<file path="src/rtl/fetch_redirect_ctrl.sv">
// Fetch PC sequencer: advances the fetch PC with the predictor's guess, tracks in-flight
// predicted control instructions and redirects/flushes when EX resolution disagrees.
module fetch_redirect_ctrl #(
    parameter logic [31:0] RESET_PC = 32'h0000_0000,
    parameter int          DEPTH    = 4
) (
    input  logic        clk,
    input  logic        rst,
    input  logic        stall_if,
    output logic [31:0] pc,
    input  logic [31:0] pc_predict,
    input  logic        is_ctrl,
    output logic        fetch_valid,
    input  logic        res_valid,
    input  logic        res_taken,
    input  logic [31:0] res_target,
    output logic        flush,
    output logic        queue_full,
    output logic [15:0] branch_cnt,
    output logic [15:0] mispredict_cnt,
    output logic        protocol_err
);

    localparam int AW = (DEPTH > 1) ? $clog2(DEPTH) : 1;

    typedef enum logic [1:0] {BOOT, RUN, FULL} state_t;

    state_t        state_q, state_d;
    logic [31:0]   pc_q, pc_d;
    logic [AW:0]   cnt_q, cnt_d;
    logic [AW-1:0] head_q, tail_q;
    logic [31:0]   qpc_q   [DEPTH];
    logic [31:0]   qpred_q [DEPTH];
    logic [15:0]   bcnt_q, mcnt_q;
    logic          perr_q;

    logic          pop, push, mispredict;
    logic [31:0]   hpc, hpred, actual;

    always_comb begin
        hpc         = qpc_q[head_q];
        hpred       = qpred_q[head_q];
        queue_full  = (cnt_q == (AW+1)'(DEPTH));
        pop         = res_valid && (cnt_q != '0);
        actual      = res_taken ? res_target : hpc + 32'd4;
        mispredict  = pop && (actual != hpred);
        fetch_valid = (state_q == RUN) && !stall_if && !(queue_full && is_ctrl && !pop);
        push        = fetch_valid && is_ctrl && !mispredict;
        flush       = mispredict;
    end

    always_comb begin
        state_d = state_q;
        pc_d    = pc_q;
        cnt_d   = cnt_q;
        case (state_q)
            BOOT: state_d = RUN;
            RUN:  if (push && !pop && cnt_q == (AW+1)'(DEPTH - 1)) state_d = FULL;
            FULL: if (pop) state_d = RUN;
            default: state_d = BOOT;
        endcase
        if (push && !pop)      cnt_d = cnt_q + 1'b1;
        else if (pop && !push) cnt_d = cnt_q - 1'b1;
        // A redirect invalidates everything younger than the resolved branch.
        if (mispredict) begin
            state_d = RUN;
            cnt_d   = '0;
            pc_d    = actual;
        end else if (fetch_valid) begin
            pc_d = pc_predict;
        end
    end

    always_ff @(posedge clk) begin
        if (!rst) begin
            state_q <= BOOT;
            pc_q    <= RESET_PC;
            cnt_q   <= '0;
            head_q  <= '0;
            tail_q  <= '0;
            bcnt_q  <= '0;
            mcnt_q  <= '0;
            perr_q  <= 1'b0;
        end else begin
            state_q <= state_d;
            pc_q    <= pc_d;
            cnt_q   <= cnt_d;
            if (mispredict) begin
                head_q <= '0;
                tail_q <= '0;
            end else begin
                if (pop)  head_q <= head_q + 1'b1;
                if (push) tail_q <= tail_q + 1'b1;
            end
            if (pop && bcnt_q != 16'hFFFF)        bcnt_q <= bcnt_q + 16'd1;
            if (mispredict && mcnt_q != 16'hFFFF) mcnt_q <= mcnt_q + 16'd1;
            if (res_valid && cnt_q == '0)         perr_q <= 1'b1;
        end
    end

    always_ff @(posedge clk) begin
        if (push) begin
            qpc_q[tail_q]   <= pc_q;
            qpred_q[tail_q] <= pc_predict;
        end
    end

    assign pc             = pc_q;
    assign branch_cnt     = bcnt_q;
    assign mispredict_cnt = mcnt_q;
    assign protocol_err   = perr_q;

endmodule
</file>
<file path="config.mk">
export PLATFORM = sky130hd
export DESIGN_NAME = fetch_redirect_ctrl
export DESIGN_NICKNAME = d
export VERILOG_FILES = /design/src/rtl/fetch_redirect_ctrl.sv
export SDC_FILE = /design/constraint.sdc
export NUM_CORES = 1
export LEC_CHECK = 0
export ABC_AREA = 1
export BUFFER_PORTS_ARGS = -buffer_cell sky130_fd_sc_hd__clkbuf_2
export CAP_MARGIN = 15
export CORE_UTILIZATION = 56
export CTS_BUF_LIST = sky130_fd_sc_hd__clkbuf_8
export CTS_CLUSTER_DIAMETER = 120
export DETAILED_ROUTE_END_ITERATION = 8
export PLACE_DENSITY = 0.77
export RECOVER_POWER = 100
export SYNTH_ARGS = -nofsm -noshare
export SYNTH_HDL_FRONTEND = slang
export SYNTH_SLANG_ARGS = --single-unit
</file>
<file path="constraint.sdc">
create_clock -name clk -period 6.2 [get_ports clk]
set_input_delay 0.31 -clock clk [delete_from_list [all_inputs] [get_ports clk]]
set_output_delay 0.31 -clock clk [all_outputs]
set_load 0.02 [all_outputs]
</file>
# After elaboration in Yosys (flattened, before gate mapping)
# Memories as Yosys holds them, arrays and structs flattened. A register that Yosys moved wholly into a read port is not among the register bits.
# Cells that the tools add are included.
# classes
add_sub_neg,7
multipliers,0
div,0
order_cmp,0
eq_ne,11
n_shift,0
mux,15
bitwise_logic,1
n_reduce_logical,27
# ops
operator,count
two-way mux 32 bit,3
"adder 16 x 1 -> 16 bit, second input constant",2
"adder 32 x 3 -> 32 bit, second input constant",1
"!= test 16 bit, second input constant",2
!= test 32 bit,1
logical AND 1 bit,14
two-way mux 2 bit,6
two-way mux 3 bit,2
one-hot mux 2 bit (3 select lines),1
logical NOT 1 bit,5
"adder 2 x 1 -> 2 bit, second input constant",2
AND reduction 2 bit,2
nonzero test 2 bit,2
"adder 3 x 1 -> 3 bit, second input constant",1
"== test 3 x 2 -> 1 bit, second input constant",1
"== test 3 bit, second input constant",1
logical NOT 3 bit,1
two-way mux 1 bit,3
"!= test 3 x 2 -> 1 bit, second input constant",1
"!= test 3 bit, second input constant",1
nonzero test 3 bit,1
"subtractor 3 x 1 -> 3 bit, second input constant",1
"== test 2 x 1 -> 1 bit, second input constant",1
"== test 2 bit, second input constant",1
other kinds (5),5
# totals
ff_bits,74
latch_bits,0
ramBits,256
romBits,0
output_inout_bits,68
mem_count,2
# mem_list
memory,depth,width,rd,rd_ports_with_merged_regs,wr,line_no,text
qpc_q,4,32,1,1,1,32,logic [31:0] qpc_q [DEPTH];
qpred_q,4,32,1,1,1,33,logic [31:0] qpred_q [DEPTH];

# Longest topological paths before layout
# depth
depth_word,13
ltp_mapped,32
ltp_nobuf,28

# Least setup slack after synthesis
# OpenSTA, ideal clock, no wires.
# synth_path
path_kind,flip-flop to flip-flop
startpoint,register with a tool-made name
endpoint,memory qpc_q[0][0] (enable)
setup_time_ps,486
t_arrival_ps,5295
slack_ps,418
stages_incl_launch_ff,28
path_buffers,3
synth_period_minus_slack_ps,5782
cell_sequence,dfxtp_1 -> buf_6 -> inv_8 -> buf_8 -> nand2_1 -> nand3_1 -> nand2_1 -> inv_2 -> ha_1 -> inv_1 -> nor2_2 -> nand3_1 -> nor2_2 -> nand2_1 -> nand2_1 -> nand3_1 -> nand2_1 -> inv_2 -> nand2_1 -> nand2_1 -> nor2_1 -> nand2_1 -> nor2_2 -> nand3_2 -> nand2_2 -> buf_6 -> nand2_1 -> nor2_1
# synth_rtl
element,line_no
end: declaration,32

==> metrics.txt <==
#FFs+latches synth=332; layout cells sized above 1=9.76%; Cell Rows=61; R2R cell count=19; Nets=roughly 2000; most frequent CP cell=nand2_1; post-synthesis compound-gate area fraction=6.86%; post-route insts no fill=between 2000 and 2500; register area share after synthesis=around 58%; DR top layer=met4; first-pass GRT wire length=slightly below 70000 um; RSZ-0062 raised after global routing=false; Layout fillers=between 2000 and 2500; wire length per cell=between 15 and 20 um; io pins=around 140; post-synthesis cell type count=43; RR Endpoint=qpred_q[3][26]; Via-to-Cell Ratio=approximately 5.7; XOR/XNOR share of the synthesized area=1.26%; Max VDD drop=around 230 uV; CTS buffer count=53; routed wl met2=between 20000 and 25000 um; WS Path Type=reg2reg; dpl cells=approximately 2300; crit path capture=qpred_q[3][26]; post-synthesis mux area share=0%; Routed Antenna Nets=0; DRT Pass-1 Iters=6; Pwr Density=379 nW/um^2; total die area=between 20000 and 30000 um^2; initial core utilization=a little under three fifths; Area Overhead vs Synth=13.2%; # resized after CTS=0; Max transition margin=around an eighth; fin crit share=around nine tenths; # DRC=0; CP Max Fanout=between 40 and 50; # setup viols final=0; Total GRT Usage=approximately 30%; most frequent cells in the layout=nand2_1 (640), edfxtp_1 (256), nand3_1 (183); Syn. warnings=0; CP endpoint kind=flip-flop; most common cell after layout, fill and taps aside=nand2_1; routed metal-1 wirelength=between 15000 and 20000 um; DIE HEIGHT=between 150 and 200 um; final hold vios=0; Lkg Pwr=7.15 nW; Avg Inst Size Synth=~8.9 um^2; Critical Path, Cell by Cell=inv_4, buf_4, nand2_1, nand2_1, nand2_1, nor2_1, nand2_1, nor2_1, nand2_1, nand3_1, nand3_1, a21oi_1, nand3_1, nor2_1, nand3_2, nand2_2, nand2_1, nor2_4, clkbuf_2; Setup crit start kind=flip-flop; Root Driver=clkbuf_8; Post-Synth Simple-Gate Area=27.8%; CTS Buffer Depth=3; Synthesized Nets=approximately 1900; WL met3=about 4300 um; pin count of the biggest net entering global routing=about 130; htree depth=2; Period minus WS final=~5.6 ns; insertion delay to the later sink of the worst-skew pair=between 0.6 and 0.7 ns; CTS tree=done; Slowest-stage cell, CP=clkbuf_2; Max Slew Vio Count=0; initial antenna violation count=0; CP required=6.41 ns; number of DRC markers in iteration 0=approximately 1400; largest family of logic cells by synthesized area=simple AND/OR/NAND/NOR gates; Antenna Cells=0; Post-Route WL=about 45000 um; routability cong.=0.928; max cap viols=0; setup TNS=0 ns; vias in the first global route=about 13000; arrival time worst endpoint=5.76 ns; worst min path class=in2reg; die span in x=between 150 and 200 um; dpl hpwl=a little under 30000 um; clk sinks=approximately 330; Mapped Area=between 15000 and 20000 um^2; Gate Count Post-Synth=1800; Placeable Area=27900 um^2; grt total ovfl=0; adder-cell share of the synthesized area=less than 1%; Worst Tran Pin Value=between 1 and 1.5 ns; clk slew on worst S/H paths=roughly 0.07 ns; Worst Clk Skew=around 0.036 ns; Worst path max stage delay=0.74 ns; Max Clock Freq=0.180 GHz; status=complete, no violations; PortBufs=approximately 140; via count=around 13000; Reg2Reg Setup Slack=between 0.6 and 0.7 ns
==> area by class of cell <==
class / count / area, um^2 / share of cell area (%)
clock buffer: 67 / 922 / 5.09
clock inverter: 32 / 175 / 0.966
inverter: 120 / 460 / 2.54
multi-input combinational: 1269 / 5870 / 32.4
sequential: 332 / 9210 / 50.8
tap: 378 / 473 / 2.61
timing repair buffer: 188 / 1010 / 5.60
==> synth_stat cells, drive strengths merged <==
master / count / area (um^2)
nand2: 646 / 2440
edfxtp: 256 / 7690
nand3: 186 / 946
nor2: 141 / 582
inv: 115 / 442
a21oi: 78 / 432
dfxtp: 76 / 1520
o21ai: 55 / 275
buf: 53 / 385
clkbuf: 26 / 97.6
nor3: 24 / 120
nand4: 22 / 138
or2: 21 / 131
a32oi: 20 / 175
xor2: 17 / 149
o22ai: 14 / 87.6
a31oi: 9 / 56.3
nand3b: 9 / 67.6
ha: 7 / 87.6
xnor2: 6 / 52.6
clkinv: 5 / 18.8
o21a: 3 / 22.5
nor4: 2 / 12.5
o211a: 2 / 20.0
o211ai: 2 / 15.0
and3: 1 / 6.26
fa: 1 / 20.0
nor3b: 1 / 7.51
o21bai: 1 / 7.51
o31ai: 1 / 7.51
==> repair_timing <==
| item | CTS | global route |
|---|---|---|
| hold endpoints to repair | 127 | 0 |
| hold buffers | 33 | 0 |
| setup buffers | 0 | 0 |
==> report_power, final <==
group	switching (mW)	internal (mW)	leakage, nW
sequential	0.209	2.62	2.96
combinational	1.54	0.595	3.55
clock	0.889	1.02	0.643
==> how the worst min path moves through the flow <==
stage,startpoint,to,cells after the start
5_1_grt,res_target[1],pc[1],4
3_3_place_gp,protocol_err,protocol_err,2
6_report,is_ctrl,tail_q[0],4
3_5_place_dp,protocol_err,protocol_err,2
4_1_cts,is_ctrl,tail_q[0],4
2_1_floorplan,pc_predict[0],qpred_q[0][0],0
==> per-stage QoR <==
step / total power, mW / hold slack (ns) / instance area, um^2 / util [%] / setup slack [ns]
floorplan: 4.41 / 0.409 / 16000 / - / 0.418
global placement: 4.93 / 0.438 / 16900 / 60.4 / 1.19
detailed placement: 4.98 / 0.452 / 16900 / 60.4 / 1.03
CTS: 6.88 / 0.0834 / 18300 / 65.5 / 0.911
global route: 7.23 / 0.112 / 18100 / 64.9 / 0.214
finish: 6.87 / 0.0946 / 18100 / 64.9 / 0.648
==> per-layer routing <==
layer | vias to the layer above | global-route usage (%)
met3 | 90 | 6.50
met2 | 645 | 47.3
met5 | - | 0
met1 | 6351 | 43.0
li1 | 6403 | -
met4 | 0 | 9.59
==> sequential cells by signal, summed over array words and instances (netlist names), named ones only <==
| signal | flops |
|---|---|
| state_q | 2 |
| cnt_q | 3 |
| protocol_err | 1 |
| qpred_q | 128 |
| mispredict_cnt | 16 |
| qpc_q | 128 |
| head_q | 2 |
| branch_cnt | 16 |
| tail_q | 2 |
| pc | 32 |
==> kinds of logic (layout without fill, tap and decap cells) <==
| logic type | count (synthesis) | after routing |
|---|---|---|
| adder cells (fa/ha/maj) | 8 | 8 |
| buffers and inverters | 199 | 407 |
| AO/OA/AOI/OAI | 185 | 185 |
| flip-flops | 332 | 332 |
| XOR/XNOR | 23 | 23 |
| AND/OR/NAND/NOR | 1053 | 1053 |
==> critical path, delay by kind of cell (launching register included) <==
kind / cells / cell delay, ns
AND/OR/NAND/NOR: 15 / 2.84
AO/OA/AOI/OAI: 1 / 0.16
flip-flops: 1 / 0.44
buffers and inverters: 3 / 1.62
(Power assumes the default switching activity.)
